$ cat config.mk
export PLATFORM = sky130hd
export DESIGN_NAME = present_key_gen
export DESIGN_NICKNAME = d
export VERILOG_FILES = /design/src/rtl/present_pkg.sv /design/src/rtl/key_schedule.sv /design/src/rtl/present_key_gen.sv
export SDC_FILE = /design/constraint.sdc
export NUM_CORES = 1
export LEC_CHECK = 0
export BUFFER_PORTS_ARGS = -buffer_cell sky130_fd_sc_hd__clkbuf_2
export CAP_MARGIN = 20
export CORE_MARGIN = 8
export CORE_UTILIZATION = 45
export DETAILED_ROUTE_END_ITERATION = 8
export GPL_ROUTABILITY_DRIVEN = 0
export PLACE_DENSITY = 0.74
export SETUP_SLACK_MARGIN = 0.1
export SLEW_MARGIN = 20
export SYNTH_ARGS = -nofsm -noshare
export SYNTH_HDL_FRONTEND = slang
export SYNTH_SLANG_ARGS = --single-unit
$ cat constraint.sdc
create_clock -name clk -period 1.9 [get_ports clk]
set_clock_uncertainty 0.1 [all_clocks]
set_input_delay 0.475 -clock clk [delete_from_list [all_inputs] [get_ports clk]]
set_output_delay 0.475 -clock clk [all_outputs]
set_load 0.05 [all_outputs]
$ cat src/rtl/present_pkg.sv
`default_nettype none
// ============================================================================
//  Module      : present_pkg
//  Description : Shared PRESENT-80 definitions. Holds the key, round-key and
//                round-counter widths, the key-generator state encoding and
//                the 4-bit PRESENT S-box used by both the key schedule and
//                the round datapath.
//  Revision    : 1.0 - initial release
// ============================================================================
package present_pkg;

    localparam int KEY_W = 80;
    localparam int RK_W  = 64;
    localparam int CNT_W = 6;

    typedef enum logic [0:0] {
        IDLE = 1'b0,
        RUN  = 1'b1
    } state_t;

    // S-box packed as 16 nibbles; nibble n holds S[n].
    // S = C 5 6 B 9 0 A D 3 E F 8 4 7 1 2
    localparam logic [63:0] SBOX_TABLE = 64'h2174_8FE3_DA09_B65C;

    function automatic logic [3:0] sbox(input logic [3:0] n);
        return SBOX_TABLE[{n, 2'b00} +: 4];
    endfunction

endpackage : present_pkg
`default_nettype wire

$ cat src/rtl/key_schedule.sv
`default_nettype none
// ============================================================================
//  Module      : key_schedule
//  Description : One combinational PRESENT-80 key-register update step:
//                rotate left by 61, S-box on the top nibble, XOR the 5-bit
//                round counter into bits 19..15.
//  Ports       : x  in  80  current key register
//                i  in  5   round counter (1..31)
//                r  out 80  updated key register
//  Revision    : 1.0 - initial release
// ============================================================================
module key_schedule
    import present_pkg::*;
(
    input  logic [KEY_W-1:0] x,
    input  logic [4:0]       i,
    output logic [KEY_W-1:0] r
);

    logic [KEY_W-1:0] w_rot;

    // Rotating left by 61 equals rotating right by 19.
    assign w_rot = {x[18:0], x[79:19]};

    assign r = {sbox(w_rot[79:76]), w_rot[75:20], w_rot[19:15] ^ i, w_rot[14:0]};

endmodule : key_schedule
`default_nettype wire

$ cat src/rtl/present_key_gen.sv
`default_nettype none
// ============================================================================
//  Module      : present_key_gen
//  Description : Sequential PRESENT-80 round-key generator. Loads one 80-bit
//                user key and streams round keys K1..K(ROUNDS+1) over a
//                valid/ready interface, one key per cycle without stalls.
//                Optional feature macro: KEY_CACHE_EN (keeps a copy of the
//                last loaded key so 'replay' can restart the sequence).
//  Ports       : clk, rst_n (async, active low)
//                key[79:0], key_valid, key_ready   - key load handshake
//                flush                             - synchronous abort to IDLE
//                rk[63:0], rk_round[5:0], rk_last,
//                rk_valid, rk_ready                - round-key stream
//                replay                            - restart from cached key
//  Revision    : 1.0 - initial release
// ============================================================================
module present_key_gen
    import present_pkg::*;
#(
    parameter int ROUNDS = 31
) (
    input  logic              clk,
    input  logic              rst_n,
    input  logic [KEY_W-1:0]  key,
    input  logic              key_valid,
    output logic              key_ready,
    input  logic              flush,
    output logic [RK_W-1:0]   rk,
    output logic [CNT_W-1:0]  rk_round,
    output logic              rk_last,
    output logic              rk_valid,
    input  logic              rk_ready,
    input  logic              replay
);

    localparam logic [CNT_W-1:0] c_last_round = CNT_W'(ROUNDS + 1);

    state_t            r_state;
    state_t            w_next_state;
    logic [KEY_W-1:0]  r_kreg;
    logic [CNT_W-1:0]  r_cnt;
    logic [KEY_W-1:0]  w_kreg_step;
    logic [KEY_W-1:0]  w_start_key;
    logic              w_load;
    logic              w_replay;
    logic              w_start;
    logic              w_accept;
    logic              w_last;

    // ------------------------------------------------------------------
    // Handshake qualification. flush overrides every handshake; replay
    // overrides a coincident key offer.
    // ------------------------------------------------------------------
    assign w_last   = (r_cnt == c_last_round);
    assign w_accept = (r_state == RUN) && rk_ready && !flush;

`ifdef KEY_CACHE_EN
    logic [KEY_W-1:0] r_kcache;

    assign w_replay    = (r_state == IDLE) && replay && !flush;
    assign w_start_key = w_replay ? r_kcache : key;

    always_ff @(posedge clk or negedge rst_n) begin
        if (!rst_n) begin
            r_kcache <= '0;
        end else if (w_load) begin
            r_kcache <= key;
        end
    end
`else
    logic w_unused_replay;

    assign w_unused_replay = replay;
    assign w_replay        = 1'b0;
    assign w_start_key     = key;
`endif

    assign w_load  = (r_state == IDLE) && key_valid && !flush && !w_replay;
    assign w_start = w_load || w_replay;

    // ------------------------------------------------------------------
    // FSM
    // ------------------------------------------------------------------
    always_ff @(posedge clk or negedge rst_n) begin
        if (!rst_n) begin
            r_state <= IDLE;
        end else begin
            r_state <= w_next_state;
        end
    end

    always_comb begin
        w_next_state = r_state;
        if (flush) begin
            w_next_state = IDLE;
        end else begin
            case (r_state)
                IDLE: if (w_start)            w_next_state = RUN;
                RUN:  if (w_accept && w_last) w_next_state = IDLE;
                default:                      w_next_state = IDLE;
            endcase
        end
    end

    // ------------------------------------------------------------------
    // Key register and round counter. The step is only taken when a
    // non-final key is accepted, so the counter stops at ROUNDS+1.
    // ------------------------------------------------------------------
    key_schedule u_key_schedule (
        .x (r_kreg),
        .i (r_cnt[4:0]),
        .r (w_kreg_step)
    );

    always_ff @(posedge clk or negedge rst_n) begin
        if (!rst_n) begin
            r_kreg <= '0;
            r_cnt  <= '0;
        end else if (flush) begin
            r_cnt  <= '0;
        end else if (w_start) begin
            r_kreg <= w_start_key;
            r_cnt  <= CNT_W'(1);
        end else if (w_accept && !w_last) begin
            r_kreg <= w_kreg_step;
            r_cnt  <= r_cnt + CNT_W'(1);
        end
    end

    // ------------------------------------------------------------------
    // Outputs: decoded from registers only, so rk_ready never reaches rk.
    // ------------------------------------------------------------------
    assign key_ready = (r_state == IDLE);
    assign rk_valid  = (r_state == RUN);
    assign rk        = r_kreg[KEY_W-1:KEY_W-RK_W];
    assign rk_round  = (r_state == RUN) ? r_cnt : '0;
    assign rk_last   = (r_state == RUN) && w_last;

endmodule : present_key_gen
`default_nettype wire

# Word-level counts from Yosys, hierarchy flattened
# Cells that the tools add are included.
[totals]
ff_bits = 87
latch_bits = 0
ram_bits = 0
rom_bits = 0
input_bits = 86
output_inout_bits = 73
wordCells = 31
memories = 0
[classes]
add_sub_neg = 1
multipliers = 0
div_mod_pow = 0
n_lt_le_gt_ge = 0
eq_ne = 1
shift = 1
mux = 10
bitwise = 3
reduce_logical = 12
[ops]
columns = ["operator", "n"]
rows = [
  ["$mux W80", 2],
  ["$shiftx A64 B7 Y4 const A", 1],
  ["$mux W6", 4],
  ["$logic_and A1 B1 Y1", 7],
  ["$add A6 B1 Y6 const B", 1],
  ["$eq A6 B6 Y1 const B", 1],
  ["$xor A5 B5 Y5", 1],
  ["$mux W1", 3],
  ["$reduce_bool A3 Y1", 1],
  ["$logic_not A1 Y1", 2],
  ["$not A1 Y1", 2],
  ["$pmux W1 S2", 1],
  ["$reduce_and A2 Y1", 1],
  ["$reduce_bool A2 Y1", 1],
]

# Depth between registers and ports, before layout
[logic_depth]
word_depth = 6
mapped_depth = 8
mapped_depth_nobuf = 6

# Hierarchy
# Synthesis repeated with hierarchy kept, for this count alone.
[hier_totals]
hier_cells = 642
hier_area_um2 = 5296.3
[modules_own_cells]
columns = ["module", "n_inst", "cells_each", "area_each_um2", "seq_area_each_um2"]
rows = [
  ["present_key_gen", 1, 548, 4534.3, 2177.1],
  ["key_schedule", 1, 94, 762.0, 0.0],
]

# Least setup slack after synthesis
# Ideal clock, no wire load.
[synth_path]
path_type = "flip-flop to output port"
startpoint = "register r_state (netlist: rk_valid)"
endpoint = "output port rk_last"
arrival_ps = 2364
t_required_ps = 1325
slack_ps = -1039
path_stages_with_launch = 4
path_buffers = 1
path_cell_list = "dfrtp_1 clkbuf_1 inv_1 nor3_1"
[synth_between]
elab_chain_len = 1
[synth_rtl]
columns = ["item", "line", "text"]
rows = [
  ["from (decl)", "present_key_gen.sv:38", "state_t r_state;"],
  ["from (signal assigned)", "present_key_gen.sv:88", "r_state <= w_next_state;"],
  ["$logic_and A1 B1 Y1", "present_key_gen.sv:137", "assign rk_last = (r_state == RUN) && w_last;"],
  ["to (decl)", "present_key_gen.sv:30", "output logic rk_last,"],
]
# Every way passes these cells.

# Worst setup path in the final report
[layout_path]
startpoint = "register r_cnt[3]"
endpoint = "output port rk_last"
[layout_between]
elab_chain_len = 2
[layout_rtl]
columns = ["item", "line", "text"]
rows = [
  ["from (decl)", "present_key_gen.sv:41", "logic [CNT_W-1:0] r_cnt;"],
  ["from (signal assigned)", "present_key_gen.sv:126", "r_cnt <= r_cnt + CNT_W'(1);"],
  ["$eq A6 B6 Y1", "present_key_gen.sv:54", "assign w_last = (r_cnt == c_last_round);"],
  ["$logic_and A1 B1 Y1", "present_key_gen.sv:137", ""],
]
# Every way passes these cells.

==> metrics.yaml <==
status:
  status: "complete, but fails checks"
  violations: "design-rule violations, negative setup slack"
timing:
  slew_headroom_pct: 67.5
  min_period_ps: 2090
  rsz0062_at_grt: "true"
  hold_viol_final: 0
  fin_ws_ps: -193
  slew_viol_final: 0
  timing.final.crit_share_pct: 110
  tns_ps: -8760
  setup_viol: 85
  fmax_mhz: 478
  worst_pin_slew_ps: 488
synthesis:
  syn_inst: 411
  synth_nets: 504
  synth-main-ff-cell: "dfrtp_1"
  synth-async-reset-ratio_pct: 100
  yosys_warnings: 0
  avgSynthCellArea_um2: 11.0
  synth_edf_count: 0
  seq_area_frac_synth_pct: 48.2
  synth_seq_cells: 87
  synth_cell_types: 38
  netlist_area_mm2: 0.00451
critical_path:
  crit_cells: 3
  slowest_stage: "or3_4"
  endpoint_kind: "output pin"
  arrival_ps: 1520
  r2r_end: "r_kreg[33]$_DFFE_PN0P_"
  cp_max_fo: 2
  endpoint: "rk_last"
  crit_family: "simple AND/OR/NAND/NOR gates"
  crit_type: "flop to output pin"
  reg2reg_setup_slack_ps: -170
  worst-path-buf-inv: 1
  cp.required_ps: 1320
  max_stage_delay_ps: 420
  timing.rr.start: "r_cnt[3]$_DFFE_PN0P_"
  crit_start: "r_cnt[3]$_DFFE_PN0P_"
  path_cells: "or3_4 > nor3_4 > buf_12"
  reg2reg_depth: 6
  start_kind: "flop"
floorplanning:
  io-pin-count: 159
  die_w_um: 116
  core_mm2: 0.00977
  fp.dieArea_mm2: 0.0135
  num_rows: 36
  die_h_um: 116
  start_util_pct: 46.2
global_route:
  grt_overflow_total: 0
  grt_max_degree: 88
  grt_use_total_pct: 17.8
  grt_pass1_wl_um: 18900
  grt_antenna_before_repair: 0
  first_global_vias: 3741
layout:
  drive_above_1_share_pct: 44.1
  area_growth_pct: 23.4
  nets: 612
  diodes: 0
  final_util_pct: 57.0
hold_path:
  hold_class: "input pin to asynchronous set/reset pin"
clock_tree:
  cts_tree: "built"
  clk_latency_ps: 340
  cts_buffers: 9
  cts_buffer_depth: 2
  clock-sinks: 87
  hold_buffers: 0
  htree_levels: 3
  clkTransAtPathRegs_ps: 90
  cts.root.buffer_cell: "clkbuf_8"
pwr:
  p_total_mw: 6.11
  leakagePower_nw: 3.03
  ir_worst_vdd_mv: 0.531
  power.density_mw_per_mm2: 1100
routing:
  detailroute.via_count: 3594
  vias_per_cell: 5.47
  drtIter0Drc: 490
  final_antenna_net_count: 0
  wl_per_cell_um: 18.6
  routed_wl_um: 12200
  drt-pass1-iter-count: 9
  drcViolationCount: 7
placed_design:
  io_buffers: 157
  pre_cts_ws_ps: -53.1
  dp_hpwl_um: 8560
job:
  cap_violations: 0
## power by group
part | switching (mW) | internal (mW)
Combinational | 1.53 | 0.709
Sequential | 0.324 | 2.18
Clock | 0.718 | 0.640
Total | 2.58 | 3.53
## registers in the layout, indices dropped and copies added, names as in the netlist
register / cells
r_kreg: 80
r_cnt: 6
rk_valid: 1
## metal layers
layer / up-vias / track usage, % / part of all wire (%)
met2: 178 / 30.6 / 51
li1: 1645 / - / -
met5: - / 0 / 0
met1: 1751 / 21.3 / 39
met4: 0 / 7.09 / 1.9
met3: 20 / 3.52 / 7.7
## logic make-up after synthesis
kind of cell,count (synthesis),share of synthesized area [%]
flip-flops,87,48.2
XOR/XNOR,8,1.55
AND/OR/NAND/NOR,41,4.38
AO/OA/AOI/OAI,88,19.2
adder cells (fa/ha/maj),7,1.94
multiplexers,8,2.36
buffers and inverters,172,22.3
## metrics by stage
step | instance area, um^2 | hold slack (ps) | std cells
3_5_place_dp | 5060 | 385 | 627
3_3_place_gp | 5060 | 369 | 627
6_report | 5570 | 33.5 | 657
5_1_grt | 5570 | 61.1 | 657
2_1_floorplan | 4620 | 79.4 | 411
4_1_cts | 5500 | 64.0 | 653
## layout by cell type (no fill, tap or decap), drive strengths merged
master,instances
buf,37
nand2b,1
mux4,2
xor2,2
and2,4
a221oi,5
inv,84
o21ai,3
mux2i,5
o31ai,1
nand2,12
o311a,1
nor2,14
or2,1
o2111a,1
o32ai,1
and3,1
ha,7
a22oi,1
a21boi,1
nand3,4
or3,1
xnor2,6
clkinvlp,3
bufinv,1
nor3,1
o311ai,2
bufbuf,1
a221o,1
a222oi,71
dfrtp,87
and4b,1
mux2,1
and2b,1
clkbuf,159
## synth_stat cells (2+ instances only)
cell type,n,area (um^2)
inv_1,81,304
a222oi_1,71,711
a221oi_1,5,43.8
xnor2_1,6,52.6
ha_1,7,87.6
nand2_1,12,45.0
buf_4,66,495
buf_6,9,101
nand3_1,4,20.0
o21ai_0,3,15.0
clkbuf_8,3,41.3
mux4_2,2,45.0
buf_2,10,50.1
and2_1,3,18.8
mux2i_1,5,50.1
clkbuf_1,2,7.51
dfrtp_1,87,2180
nor2_1,14,52.6
xor2_1,2,17.5
## worst min-delay path by stage
| stage | end | cells after the start | slack [ps] | from |
|---|---|---|---|---|
| floorplan | r_cnt[0]$_DFFE_PN0P_ | 0 | 80 | rst_n |
| global placement | r_kreg[69]$_DFFE_PN0P_ | 2 | 370 | r_kreg[8]$_DFFE_PN0P_ |
| detailed placement | r_kreg[68]$_DFFE_PN0P_ | 2 | 390 | r_kreg[7]$_DFFE_PN0P_ |
| CTS | r_kreg[27]$_DFFE_PN0P_ | 2 | 60 | rst_n |
| global route | r_kreg[15]$_DFFE_PN0P_ | 2 | 60 | rst_n |
| finish | r_cnt[5]$_DFFE_PN0P_ | 2 | 30 | rst_n |
## final cells by class
class | instances | area (um^2)
inverters | 81 | 308
repair buffers | 188 | 1300
clock buffers | 9 | 124
well taps | 133 | 166
clock inverters | 7 | 87.6
fillers | 844 | 4210
flip-flops and latches | 87 | 2180
multi-input cells | 152 | 1410
## timing repair
item	CTS	global route
pin swaps	2	6
gates cloned	2	1
gates resized for setup	25	11
setup endpoints to repair	85	92
buffers inserted	9	4
No activity file was read; power rests on OpenSTA's default activity.
